$ cat config.mk
export PLATFORM = sky130hd
export DESIGN_NAME = updown_counter_arbiter
export DESIGN_NICKNAME = d
export VERILOG_FILES = /design/src/rtl/updown_counter_arbiter.sv
export SDC_FILE = /design/constraint.sdc
export NUM_CORES = 1
export LEC_CHECK = 0
export ABC_CLOCK_PERIOD_IN_PS = 3400
export BUFFER_PORTS_ARGS = -buffer_cell sky130_fd_sc_hd__buf_2
export CAP_MARGIN = 30
export CORE_MARGIN = 2
export CORE_UTILIZATION = 40
export CTS_BUF_LIST = sky130_fd_sc_hd__clkbuf_4
export CTS_CLUSTER_DIAMETER = 80
export DETAILED_ROUTE_END_ITERATION = 8
export PLACE_DENSITY_LB_ADDON = 0.3
export SYNTH_ARGS = -nofsm -noshare
export SYNTH_HDL_FRONTEND = slang
export SYNTH_SLANG_ARGS = --single-unit
export TNS_END_PERCENT = 20
$ cat constraint.sdc
create_clock -name clk -period 3.4 [get_ports clk]
set_input_delay 0.17 -clock clk [delete_from_list [all_inputs] [get_ports clk]]
set_output_delay 0.17 -clock clk [all_outputs]
set_load 0.01 [all_outputs]
$ cat src/rtl/updown_counter_arbiter.sv
// Round-robin arbiter that lends one external loadable up/down counter to NREQ
// requesters, sequencing it through load -> count -> hold and returning the final value.
module updown_counter_arbiter #(
    parameter int WIDTH = 4,
    parameter int NREQ  = 2
) (
    input  logic                    clk,
    input  logic                    rst,
    input  logic [NREQ-1:0]         req,
    input  logic [NREQ*WIDTH-1:0]   req_start,
    input  logic [NREQ-1:0]         req_dir,
    input  logic [NREQ*WIDTH-1:0]   req_steps,
    output logic [NREQ-1:0]         gnt,
    output logic [NREQ-1:0]         done,
    output logic [WIDTH-1:0]        result,
    output logic                    cnt_load,
    output logic                    cnt_mode,
    output logic [WIDTH-1:0]        cnt_din,
    input  logic [WIDTH-1:0]        cnt_out
);

    localparam int IW = (NREQ > 1) ? $clog2(NREQ) : 1;

    typedef enum logic [1:0] {
        S_IDLE,
        S_LOAD,
        S_COUNT,
        S_DONE
    } state_e;

    state_e           state_q, state_d;
    logic [NREQ-1:0]  gnt_q, gnt_d;
    logic [IW-1:0]    gidx_q, gidx_d;
    logic [IW-1:0]    last_q, last_d;
    logic [WIDTH-1:0] start_q, start_d;
    logic [WIDTH-1:0] rem_q, rem_d;
    logic             dir_q, dir_d;

    logic [WIDTH-1:0] start_arr [NREQ];
    logic [WIDTH-1:0] steps_arr [NREQ];
    logic             pick_valid;
    logic [IW-1:0]    pick_idx;

    for (genvar g = 0; g < NREQ; g++) begin : g_unpack
        assign start_arr[g] = req_start[g*WIDTH +: WIDTH];
        assign steps_arr[g] = req_steps[g*WIDTH +: WIDTH];
    end

    // Search starts one past the last granted requester, wrapping around.
    always_comb begin : arbitrate
        logic [IW-1:0] cand;
        // NOTE: every comb output gets a default first so no path leaves it unassigned (no latch).
        pick_valid = 1'b0;
        pick_idx   = '0;
        cand       = '0;
        for (int i = 1; i <= NREQ; i++) begin
            cand = IW'((int'(last_q) + i) % NREQ);
            if (!pick_valid && req[cand]) begin
                pick_valid = 1'b1;
                pick_idx   = cand;
            end
        end
    end

    // NOTE: state registers use non-blocking assignments so every flop samples pre-edge values.
    always_ff @(posedge clk) begin
        if (!rst) begin
            state_q <= S_IDLE;
            gnt_q   <= '0;
            gidx_q  <= '0;
            last_q  <= IW'(NREQ - 1);
            start_q <= '0;
            rem_q   <= '0;
            dir_q   <= 1'b0;
        end else begin
            state_q <= state_d;
            gnt_q   <= gnt_d;
            gidx_q  <= gidx_d;
            last_q  <= last_d;
            start_q <= start_d;
            rem_q   <= rem_d;
            dir_q   <= dir_d;
        end
    end

    always_comb begin
        state_d = state_q;
        gnt_d   = gnt_q;
        gidx_d  = gidx_q;
        last_d  = last_q;
        start_d = start_q;
        rem_d   = rem_q;
        dir_d   = dir_q;
        case (state_q)
            S_IDLE: begin
                if (pick_valid) begin
                    gnt_d           = '0;
                    gnt_d[pick_idx] = 1'b1;
                    gidx_d          = pick_idx;
                    start_d         = start_arr[pick_idx];
                    rem_d           = steps_arr[pick_idx];
                    dir_d           = req_dir[pick_idx];
                    state_d         = S_LOAD;
                end
            end
            S_LOAD: begin
                state_d = (rem_q != '0) ? S_COUNT : S_DONE;
            end
            S_COUNT: begin
                rem_d = rem_q - 1'b1;
                if (rem_q == WIDTH'(1)) begin
                    state_d = S_DONE;
                end
            end
            S_DONE: begin
                gnt_d   = '0;
                last_d  = gidx_q;
                state_d = S_IDLE;
            end
            default: state_d = S_IDLE;
        endcase
    end

    // Outside COUNT the counter is reloaded with its own value, which holds it.
    always_comb begin
        cnt_load = 1'b1;
        cnt_mode = 1'b0;
        cnt_din  = cnt_out;
        done     = '0;
        result   = '0;
        if (!rst) begin
            cnt_din = '0;
        end else begin
            case (state_q)
                S_LOAD: cnt_din = start_q;
                S_COUNT: begin
                    cnt_load = 1'b0;
                    cnt_mode = dir_q;
                    cnt_din  = start_q;
                end
                S_DONE: begin
                    done   = gnt_q;
                    result = cnt_out;
                end
                default: ;
            endcase
        end
    end

    assign gnt = gnt_q;

endmodule

## After elaboration in Yosys (flattened, before gate mapping)

Index checks and enable logic that the tools add are counted.
W data, S select, Z words.

- $add $sub $neg: 3
- Equal/unequal tests: 6
- Bitwise logic cells: 1
- Mux-type cells: 36
- Reduce and logical (&&, ||, !) cells: 12
- $lt $le $gt $ge: 5

Operator list:

| kind | count |
|---|---|
| $mux W4 | 11 |
| $mux W1 | 16 |
| $mux W2 | 5 |
| $pmux W2 S4 | 1 |
| $pmux W4 S2 | 1 |
| $reduce_and A2 Y1 | 4 |
| $lt A1 B2 Y1 const B | 3 |
| $eq A2 B2 Y1 const B | 2 |
| $eq A4 B1 Y1 const B | 1 |
| $ne A2 B2 Y1 const B | 2 |
| $pmux W2 S2 | 1 |
| $reduce_bool A2 Y1 | 2 |
| $reduce_bool A4 Y1 | 1 |
| $sub A4 B1 Y4 const B | 1 |
| $add A1 B1 Y1 const B | 2 |
| $eq A2 B1 Y1 const B | 1 |
| $ge A2 B2 Y1 const B | 1 |
| $logic_and A1 B1 Y1 | 2 |
| $logic_not A2 Y1 | 1 |
| $not A1 Y2 | 1 |
| $reduce_or A2 Y1 | 1 |
| $demux W1 S1 | 1 |
| $ge A1 B1 Y1 const B | 1 |
| $logic_not A1 Y1 | 1 |

- Input bits: 26
- Logic and storage cells: 70
- Bits in registers: 15

## Longest topological paths before layout

Gate-level depths: netlist of run 1.

- Depth in word-level cells: 13
- Depth in mapped cells: 7

## Worst setup path before layout of run 1

No wires, ideal clock.

- Path kind: register to register
- Start point: register state_q[0]
- End point: register rem_q[0]
- Cell stages (with the launch flop): 8
- Period minus slack after synthesis: 1678 ps
- Path slack: 1722 ps
- Required time: 3271 ps
- Path buffers: 1
- Arrival: 1550 ps
- Cells stage by stage: dfxtp_1 > inv_1 > ha_1 > buf_4 > or3b_1 > and3_1 > a221oi_2 > nor2_1

- Word-level cells in the longest chain between the ends: 3
- Elaborated cells between the ends (all ways): 6

Ends and longest elaborated chain:

| element | line | text |
|---|---|---|
| start, declared | 31 | `state_e state_q, state_d;` |
| start signal, assigned | 76 | `state_q <= state_d;` |
| $eq A2 B2 Y1 or $logic_not A2 Y1 (tied branches) | 94 | `case (state_q)` |
| $reduce_bool A2 Y1 (no line) or $ne A2 B2 Y1 (tied branches) | n/a |  |
| $reduce_and A2 Y1 (no line) | n/a |  |
| end signal, assigned | 81 | `rem_q <= rem_d;` |
| end, declared | 36 | `logic [WIDTH-1:0] rem_q, rem_d;` |

Parallel ways exist; a longest one is shown, timed or not.
A chain may end at the register's enable or synchronous reset.

## Worst setup path after layout of run 1

Same ends and word-level chain as after synthesis.

==> results summary, run 1 <==
The area growth from synthesis to layout is 21.2%. The number of maximum-capacitance violations came out at 0. The share of total power dissipated in sequential elements is a little under a third. The number of antenna violations at the first check in global routing came out at 0. The setup slack of the worst register-to-register path is roughly 1.5 ns. The DRC violation count after routing came out at 0. The post-detailed-route count of antenna-violating nets is 0. Counting the buffers created by CTS gives 3.

The insertion delay of the later-clocked pin in the worst-skew pair came out at slightly below 0.3 ns. The post-synthesis average cell area came out at 8.63 um^2. The die span in x is roughly 55 um. Traced cell by cell, the critical path runs through inv_1 -> ha_1 -> or3b_1 -> and3_1 -> a221oi_2 -> nor2_1. Once the floorplan was initialized, standard cells occupied a little over two fifths of the core. The sort of element at the end of the critical path is a flop. By instance count, the leading cell after synthesis is sky130_fd_sc_hd__dfxtp_1. Dividing the detail-routed wire length by the instance count gives around 13 um. The maximum number of buffers from clock root to sink is 2. Of all cell types, the one taking the most synthesized area is sky130_fd_sc_hd__dfxtp_1.

The net count of the mapped netlist came out at between 150 and 200. The combined area of all synthesized cells came out at 0.00103 mm^2. The placer congestion estimate is 0.834. The startpoint type of the worst setup path is a flop. Summed over all cells, the static leakage comes to slightly above 0.6 nW. The maximum clock frequency is 525 MHz. Sorting the synthesized cells by area gives the leading types as sky130_fd_sc_hd__dfxtp_1 29%, sky130_fd_sc_hd__mux2i_1 13%, sky130_fd_sc_hd__ha_1 8.5%, sky130_fd_sc_hd__and3_1 4.9%, sky130_fd_sc_hd__o21ai_0 3.4%. Yosys mapped a number of flops with a built-in enable equal to 0. The unique cell type count in the Yosys netlist is 37. Entering global routing, the biggest net connects 21 pins. The number of antenna diodes in the final layout is 0. The share of final-layout standard cells stronger than drive strength 1 came out at approximately 32%.

The final setup TNS is 0 ns. Row generation in the floorplan step produced 18 rows. The path class of the tightest hold or removal check is input pin to flop. The clock network is responsible for 12.9% of the overall power. The switching component of the power is between 300 and 400 uW.

The required time reported for the critical path endpoint came out at around 3.6 ns. Together, buffers and inverters on the worst path number 1. The layout has 238 filler cells. For this run, the slowest stage of the critical path takes between 0.4 and 0.5 ns. The clock root buffer is sky130_fd_sc_hd__clkbuf_4. The post-cts hold buffer count is 0.

The commonest cells after synthesis are 15 x sky130_fd_sc_hd__dfxtp_1, 13 x sky130_fd_sc_hd__mux2i_1, 9 x sky130_fd_sc_hd__nor2_1. The share of power burned in combinational logic is between 50% and 60%. The core footprint came out at roughly 0.0025 mm^2.

The final-report hold violation count came out at 0. The number of buffers inserted by port buffering came out at 39. The number of global-route vias before repair is 958. The total power of the final layout is 889 uW. The cell family contributing the most delay on the critical path is simple AND/OR/NAND/NOR gates. In this run, synthesis produced a sequential element count of 15. The clock net in this run drives a total of 15 sinks. The total wire length after detailed routing came out at approximately 2400 um.

The number of gates given a new drive strength after cts is 0. The floorplan step set the die height to about 55 um. The first detailed-routing pass took 4 iterations. The first global-routing pass estimated approximately 4000 um of wire. Along the worst path, the maximum fanout reaches 10.

The area share of the leading cell type in the synthesized netlist came out at just under 30%. The worst supply voltage drop on vdd came out at roughly 370 uV. The clock period could shrink to between 1.5 and 2 ns. The share of async-settable or async-resettable flops after synthesis came out at 0%.

Across all layers, the routed design uses ~980 vias. The iteration-0 DRC count of the detailed router came out at 25. Headroom to the max-slew limit came out at 52.0%.

The final setup violation count is 0. The fraction of power spent switching nets came out at a little over two fifths. The per-cell via count in the routed design is 5.33. The count of mapped cells out of synthesis came out at around 120. The die area is 0.00299 mm^2. The final max-slew violation count is 0. Across all hold checks on the routed design, the worst slack comes to 0.166 ns. The number of warning messages in the yosys log came out at 0. The flow ran to the end, and the final reports show no timing, DRC or antenna violations. Setup repair after global routing left no endpoint under its margin. The HPWL reported at the end of detailed placement came out at between 1500 and 2000 um. In this run the post-CTS setup repair buffer count came out at 0. The slew of the pin with the lowest slew margin came out at 0.716 ns. The filler-free cell count of the finished design is 183. The final standard cell utilization of the core came out at between 50 and 60%.

On the final layout, the worst clock skew is around 0.00083 ns. The critical path class is flop to flop. The internal power is 506 uW. The main flop type after synthesis is sky130_fd_sc_hd__dfxtp_1. Sequential elements use 29.2% of the synthesized area.

The overflow left after global routing is 0. After clock tree synthesis, the clock-pin slew on the worst setup and hold paths is around 0.09 ns. The total track usage is a little under a fifth. The number of top-level design ports is 40. The worst path uses between 50% and 60% of the clock period.

TritonCTS built the clock tree. For this run, the post-layout net count is around 190. The number of H-tree branching levels is 1. The largest individual stage delay along the critical path comes from the cell sky130_fd_sc_hd__or3b_1.

In this run the power density over the cells is between 700 and 800 mW/mm^2. The arrival time reported for the critical path endpoint is 2.08 ns. The number of placed instances, taps included came out at between 150 and 200.
cell families after synthesis:
group / share of synthesized area (%)
simple gates: 19.4
buf+inv: 6.21
mux: 14.9
compound gates: 21.8
flops: 29.2
fa+ha+maj: 8.53
worst reg2reg max path: stages, from the launching register on:
cell,delay (ns)
sky130_fd_sc_hd__dfxtp_1,0.34
sky130_fd_sc_hd__inv_1,0.15
sky130_fd_sc_hd__ha_1,0.38
sky130_fd_sc_hd__or3b_1,0.48
sky130_fd_sc_hd__and3_1,0.23
sky130_fd_sc_hd__a221oi_2,0.17
sky130_fd_sc_hd__nor2_1,0.05
registers in the layout, summed over array words and instances (netlist names):
name	cells
gnt	2
gidx_q	1
rem_q	4
start_q	4
state_q	2
last_q	1
dir_q	1
layout by cell type, fill, tap and decap left out, types with 2 or more instances in the layout:
cell / count
sky130_fd_sc_hd__mux2i_1: 13
sky130_fd_sc_hd__or3b_1: 2
sky130_fd_sc_hd__nor2b_1: 2
sky130_fd_sc_hd__o21ai_1: 2
sky130_fd_sc_hd__inv_1: 5
sky130_fd_sc_hd__nand3_1: 4
sky130_fd_sc_hd__ha_1: 7
sky130_fd_sc_hd__nor2_1: 9
sky130_fd_sc_hd__and3_1: 8
sky130_fd_sc_hd__buf_2: 39
sky130_fd_sc_hd__mux2_1: 2
sky130_fd_sc_hd__dfxtp_1: 15
sky130_fd_sc_hd__o21ai_2: 2
sky130_fd_sc_hd__nand2_1: 6
sky130_fd_sc_hd__o31ai_1: 2
sky130_fd_sc_hd__a221oi_2: 2
sky130_fd_sc_hd__o21ai_0: 7
sky130_fd_sc_hd__a21oi_1: 6
sky130_fd_sc_hd__clkbuf_4: 4
final cells by class:
cell class,count,area (um^2),area share [%]
Multi-Input combinational cell,90,663,53.3
Sequential cell,15,300,24.1
Timing Repair Buffer,39,195,15.7
Tap cell,30,37.5,3.02
Clock buffer,4,30.0,2.41
Inverter,5,18.8,1.51
stage by stage:
step | setup slack, ns | area (um^2)
floorplan | 1.72 | 1030
global placement | 1.59 | 1210
detailed placement | 1.50 | 1210
CTS | 1.49 | 1240
global route | 1.35 | 1240
finish | 1.49 | 1240
power by group through the flow:
stage / Sequential [mW] / Combinational, mW / Clock, mW
global route: 0.293 / 0.547 / 0.126
CTS: 0.284 / 0.493 / 0.117
finish: 0.284 / 0.491 / 0.114
global placement: 0.286 / 0.478 / 0
detailed placement: 0.288 / 0.489 / 0
floorplan: 0.279 / 0.390 / 0
metal layers:
| layer | vias up | wire length (um) | global-route usage (%) |
|---|---|---|---|
| met2 | 33 | 1230 | 33.3 |
| met3 | 6 | 120 | 3.28 |
| met1 | 439 | 1020 | 20.5 |
| li1 | 498 | - | - |
| met4 | 0 | 45 | 8.75 |
| met5 | - | 0 | 0 |
path summary, 6_finish.rpt:
path,start,endpoint,cells past startpoint
setup / recovery,state_q[0],rem_q[0],6
hold / removal,req_dir[0],dir_q,3
setup reg to reg,state_q[0],rem_q[0],6
hold reg to reg,rem_q[3],rem_q[3],2
Power figures use the tool's default switching activity.
==> run 2, diff against run 1 <==
Settings changed: ABC_CLOCK_PERIOD_IN_PS 3400 to 1650.
Clock period 3.4 ns to 1.65 ns, I/O delays scaled along.
==> run 2 against run 1 <==
  * Die area unchanged
  * Sequential power increased by 100%
  * Final cell count increased by 6.6%
  * Non-clock buffer count increased by 12
  * Largest power group unchanged
  * Register-to-register slack got worse by 1.4 ns
  * First-iteration DRC count decreased by 36%
  * Design area increased by 11%
  * Power increased by 140%
  * Global-route usage increased by 1.2 points
==> results summary, run 2 (synthesis gave the netlist of run 1 again) <==
The clock net sink count came out at 15. The clock transition at the registers of the reported paths is ~0.1 ns. The total track usage is about 20%.

In the final layout, the registers with the most flip-flops are rem_q x4, start_q x4. The die span in x came out at around 55 um. The number of global-route vias before repair is ~990.

The slew of the pin with the lowest slew margin is 0.367 ns. The number of maximum-capacitance violations came out at 0. Across all setup checks in the final design, the least slack found is ~0.072 ns. The post-detailed-route count of antenna-violating nets is 0. The iteration-0 DRC count of the detailed router is 16.

Compared with the post-synthesis result, the final layout area differs by 34.6%. After detailed routing, the total wire length is approximately 2600 um. Once layout is complete, the utilization of the core stands at a little under three fifths. The final max-slew violation count came to 0. Entering global routing, the biggest net connects 20 pins. For this configuration, the core starts out at a cell density of around two fifths. Detailed routing inserted a total of 1046 vias. The TritonCTS clock tree is built. Routability-driven placement finished with a final weighted congestion of roughly 0.86. Across the VDD grid, the largest voltage drop is just over 800 uV. After detailed routing, the number of vias per cell comes to about 5.4. The setup path with the least slack is of type flop to flop. The overflow left after global routing came out at 0. The DRC violation count after routing is 0. The antenna diode count is 0. The most frequent standard cell in the layout excluding fill and tap cells is sky130_fd_sc_hd__buf_2. The final layout net count came out at about 200.

The power density over cell area came out at ~1500 mW/mm^2. The die area is 0.00299 mm^2. The share of final-layout standard cells stronger than drive strength 1 came out at 42.4%. The maximum clock frequency is 634 MHz. Setup repair after global routing left no endpoint under its margin. For this design the top-level I/O count stands at 40. The wire length of the first global-routing pass came out at 4330 um.

Clock tree synthesis selected as its root buffer the cell sky130_fd_sc_hd__clkbuf_4. The core footprint came out at roughly 0.0025 mm^2. The row count came out at 18. The total leakage power is 0.667 nW. TritonCTS created 3 clock buffers. The shortest period the worst path allows is ~1.6 ns. On the final layout, the worst hold slack is 0.0825 ns. The maximum number of buffers from clock root to sink is 2. The clock tree skew after final layout is approximately 0.0025 ns. The final setup TNS is 0 ns. The worst slew margin relative to its limit is 75.3%. The post-place setup slack came out at -0.00907 ns.

The final period utilization came out at 95.6%. The number of search-and-repair iterations in the first detailed-routing pass came out at 4. The average routed wire per standard cell came out at approximately 13 um. The vertical extent of the die is around 55 um.

Leaving out filler cells and counting taps, the final layout contains ~200. Setup violations remaining at the end of the flow were counted as 0. The arrival time reported for the critical path endpoint is between 1.5 and 2 ns. The library cells used most frequently in the layout, excluding fill and tap cells, are 39 x sky130_fd_sc_hd__buf_2, 13 x sky130_fd_sc_hd__mux2i_1, 13 x sky130_fd_sc_hd__dfxtp_1. The number of buffers inserted by port buffering came out at 39. Fill cells in the final layout number between 200 and 250.

The number of placed instances, taps included came out at 189. The required time reported for the critical path endpoint came out at 1.83 ns. The HPWL reported at the end of detailed placement is ~2000 um.

The number of antenna violations at the first check in global routing is 0. The final-report hold violation count came out at 0. The worst setup path is launched from a flop.

The cell area reported after detailed placement came out at roughly 0.0013 mm^2. The flow ran to the end, and the final reports show no timing, DRC or antenna violations. The sort of element at the end of the critical path is a flop. The class of the worst hold path is input pin to flop. Of all nets on the critical path, the largest fanout is 7.

The number of H-tree branching levels is 1. After routing the design area is ~0.0014 mm^2. The total power of the final layout came out at 2.13 mW. The insertion delay of the later-clocked pin in the worst-skew pair is between 0.2 and 0.3 ns.
## run 2: layout make-up
cell class / count / area, um^2 / share of cell area, %
multi-input combinational: 90 / 708 / 51.2
sequential: 15 / 303 / 21.9
timing repair buffer: 51 / 285 / 20.6
tap: 30 / 37.5 / 2.71
clock buffer: 4 / 30.0 / 2.17
inverter: 5 / 18.8 / 1.36
## run 2: final timing paths
path                startpoint    endpoint  slack [ns]  cells after the start
hold reg to reg         gidx_q      last_q        0.49                      2
hold / removal    req_start[2]  start_q[2]        0.08                      3
setup / recovery    state_q[0]    rem_q[0]        0.07                      6
setup reg to reg    state_q[0]    rem_q[0]        0.07                      6
## run 2: routing by layer
layer	vias to the layer above	part of all wire [%]	GRT usage (%)	wire, um
met3	0	5.8	3.55	149
met1	489	43	24.4	1100
li1	528	-	-	-
met2	29	52	35.1	1330
met5	-	0	0	0
met4	0	0	3.75	0
## run 2: worst max-delay path, stage by stage, from the launching register on
cell	delay, ns
sky130_fd_sc_hd__dfxtp_1	0.35
sky130_fd_sc_hd__inv_2	0.10
sky130_fd_sc_hd__ha_4	0.17
sky130_fd_sc_hd__or3b_4	0.41
sky130_fd_sc_hd__and3_1	0.21
sky130_fd_sc_hd__a221oi_2	0.18
sky130_fd_sc_hd__nor2_1	0.06
## run 2: what timing repair did
action	in CTS	in global routing
resized for setup	3	7
buffers inserted	0	2
hold buffers	0	0
endpoints found under the setup margin	7	11
pin swaps	0	1
cloned	0	0
## run 2: power breakdown
| group | switching [mW] | internal, mW |
|---|---|---|
| clock network | 0.127 | 0.110 |
| logic | 0.648 | 0.660 |
| registers | 0.0922 | 0.489 |
| total | 0.866 | 1.26 |
==> run 3, diff against run 2 <==
Settings changed: ABC_AREA from default to 1, CORE_UTILIZATION 40 to 45.
==> run 3 against run 2 <==
  * Core utilization up 2.8 points
  * Critical endpoint is now cnt_mode
  * Combinational power down 9.9%
  * Global-route usage grew 0.81 points
==> results summary, run 3 <==
The run finished with clean final reports. The largest registers in the layout are rem_q x4, start_q x4. The number of maximum-capacitance violations is 0.

The vertical extent of the die came out at between 50 and 60 um. Summed over all nets, the switching power comes to ~940 uW. The post-detailed-route count of antenna-violating nets is 0. The share of final-layout standard cells stronger than drive strength 1 is a little over a quarter. The startpoint identified for the worst register-to-register timing path is state_q[0]. The share of power burned in combinational logic is between 50% and 60%. Final hold analysis gives a worst-case slack of 0.0800 ns. Setup violations remaining at the end of the flow were counted as 0. The area share of the leading cell type in the synthesized netlist is slightly below 30%.

In the routed layout, each cell is associated on average with a via count of between 4 and 5. The iteration-0 DRC count of the detailed router is 17. In this run the register-to-register setup slack is 0.27 ns. In the synthesized netlist, the cells that appear most often are 39 x sky130_fd_sc_hd__nand2_1, 27 x sky130_fd_sc_hd__inv_1, 24 x sky130_fd_sc_hd__nor2_1. The unique cell type count in the Yosys netlist came out at 18. The slew of the pin with the lowest slew margin is around 0.4 ns. The clock transition at the registers of the reported paths is ~0.090 ns. The wire length of the first global-routing pass came out at between 4000 and 5000 um. The total wire length after detailed routing came out at ~2600 um.

The total leakage power is around 0.73 nW. The finished cells cover between 0.001 and 0.0015 mm^2. The number of antenna violations at the first check in global routing is 0. The maximum number of buffers from clock root to sink came out at 2. The overflow left after global routing came out at 0. The number of buffers inserted by port buffering came out at 39.

The combined area of all synthesized cells is about 0.0010 mm^2. The number of warning messages in the yosys log is 0. The count of vias placed by the detailed router is between 1000 and 1500. Internal power comes to about 1.1 mW. In the layout the commonest cells are 39 x sky130_fd_sc_hd__nand2_1, 39 x sky130_fd_sc_hd__buf_2, 24 x sky130_fd_sc_hd__inv_1, 24 x sky130_fd_sc_hd__nor2_1, 16 x sky130_fd_sc_hd__nand3_1. The worst-path maximum fanout came out at 6. The pin count of the biggest net entering global routing is 15.

The number of synthesized flops with an enable pin came out at 0. Dividing the detail-routed wire length by the instance count gives ~11 um. The number of H-tree branching levels is 1. The first detailed-routing pass ran for 4 iterations. The net count of the mapped netlist came out at slightly below 200. The number of global-route vias before repair is about 980.

Of the synthesized area, sequential elements account for between 20% and 30%. Once the floorplan was initialized, standard cells occupied roughly 47% of the core. The placed instances occupy a cell area of 0.00124 mm^2. The post-synthesis average cell area is 6.17 um^2. The die span in x came out at 51.7 um. The die area is approximately 0.0027 mm^2. STA classifies the critical path endpoint as an output pin.

Setup repair after global routing left no endpoint under its margin. The share of async-settable or async-resettable flops after synthesis is 0%. The most common cell in the synthesized netlist is sky130_fd_sc_hd__nand2_1. The final max-slew violation count was 0.

The total track usage is between 20 and 25%. The smallest clock period supported by the final layout is computed as between 1.5 and 2 ns. For this design the top-level I/O count stands at 40. The synthesis-stage register bit count came out at 15. The endpoint of the worst register-to-register path is rem_q[2].

The DRC violation count after routing came out at 0. Cells fill approximately three fifths of the core in the end. The critical path is of the flop to output pin type.

The arrival time reported for the critical path endpoint came out at 1.45 ns. The startpoint type of the worst setup path is a flop. The clock share of power is approximately 11%. Data on the critical path is required at its endpoint by 1.57 ns.

The clock net sink count is 15. Summed over all nets, the half-perimeter wirelength after detailed placement is around 2000 um. The placer congestion estimate came out at about 0.91. The power density over cell area came out at roughly 1600 mW/mm^2. The antenna diode count is 0.

The hold path depth is 5. The clock root buffer is sky130_fd_sc_hd__clkbuf_4. The worst supply voltage drop on vdd is between 600 and 700 uV.

The count of mapped cells out of synthesis is roughly 170. The most critical setup path has its endpoint at cnt_mode. The clock arrives with between 0.005 and 0.006 ns of skew. After routing, the total negative slack on setup checks comes to 0 ns. The final layout net count is between 200 and 250. The final-report hold violation count is 0. Row generation in the floorplan step produced 17 rows. The timing startpoint of the critical path is state_q[0]. Among all flip-flop cells after synthesis, the most frequent one is sky130_fd_sc_hd__dfxtp_1. In the post-synthesis netlist, the biggest area contributors are sky130_fd_sc_hd__dfxtp_1 29%, sky130_fd_sc_hd__nand2_1 14%, sky130_fd_sc_hd__inv_1 9.9%, sky130_fd_sc_hd__nor2_1 8.8%, sky130_fd_sc_hd__ha_1 8.5%. Measured in cells, the most critical reg-to-reg path has a length of 7. For this run, the top clock speed supported by timing is around 650 MHz. The area growth from synthesis to layout came out at 26.5%. Summed over all instances, the cell type with the most area after synthesis is sky130_fd_sc_hd__dfxtp_1. The TritonCTS clock tree is built. The total clock buffers created by CTS came out at 3. The final period utilization came out at 93.0%.

The fraction of power consumed by sequential logic is between 30% and 40%. The core footprint is 0.00219 mm^2. Net switching is a little under half of the power.

For the worst-skew pair, the clock arrives at the later sink with an insertion delay of a little under 0.3 ns. The worst slew margin relative to its limit came out at about three quarters. The tightest min-delay check is of the input pin to flop type.
[run 3: final cells by class]
type	instances	area, um^2
Multi-Input combinational cell	119	607
Sequential cell	15	308
Inverter	29	109
Clock buffer	3	22.5
Tap cell	28	35.0
Fill cell	223	895
Timing Repair Buffer	41	210
Clock inverter	1	5.00
[run 3: power groups by stage]
stage / Sequential (mW) / Combinational [mW] / Clock [mW]
after detailed placement: 0.599 / 1.07 / 0
final: 0.612 / 1.18 / 0.223
after global placement: 0.591 / 1.04 / 0
after floorplan: 0.581 / 0.808 / 0
after global routing: 0.628 / 1.33 / 0.233
after CTS: 0.596 / 1.09 / 0.226
[run 3: cells by family after synthesis]
logic type | synth area share, %
simple gates | 33.6
compound gates | 15.9
flops | 29.3
buf+inv | 12.7
fa+ha+maj | 8.55
[run 3: metrics by stage]
step           setup slack, ns  total power [mW]  instances
2_1_floorplan            0.311              1.39        166
3_3_place_gp             0.227              1.63        231
3_5_place_dp             0.153              1.67        231
4_1_cts                 0.0130              1.91        235
5_1_grt                 0.0318              2.19        236
6_report                 0.116              2.01        236
[run 3: worst min path at each step]
stage	startpoint	end
2_1_floorplan	cnt_out[0]	result[0]
3_3_place_gp	req_start[7]	start_q[3]
3_5_place_dp	req_start[6]	start_q[2]
4_1_cts	req_dir[1]	dir_q
5_1_grt	req_start[6]	start_q[2]
6_report	req_start[6]	start_q[2]
[run 3: timing repair]
action / 4_1_cts / 5_1_grt
setup buffers: 0 / 1
endpoints found under the hold margin: 0 / 0
hold buffers: 0 / 0
resized for setup: 3 / 5
setup endpoints to repair: 4 / 4
[run 3: per-layer routing]
metal | part of all wire [%] | GRT usage, %
met1 | 45 | 25.4
met2 | 48 | 37.0
met3 | 5.1 | 2.01
met4 | 1.5 | 6.58
met5 | 0 | 0
[run 3: critical path, stage by stage (launching register included)]
cell and delay, ns:
sky130_fd_sc_hd__dfxtp_4 0.37, sky130_fd_sc_hd__inv_2 0.09, sky130_fd_sc_hd__ha_1 0.30, sky130_fd_sc_hd__nand2_1 0.14, sky130_fd_sc_hd__nor2_1 0.12, sky130_fd_sc_hd__buf_2 0.14
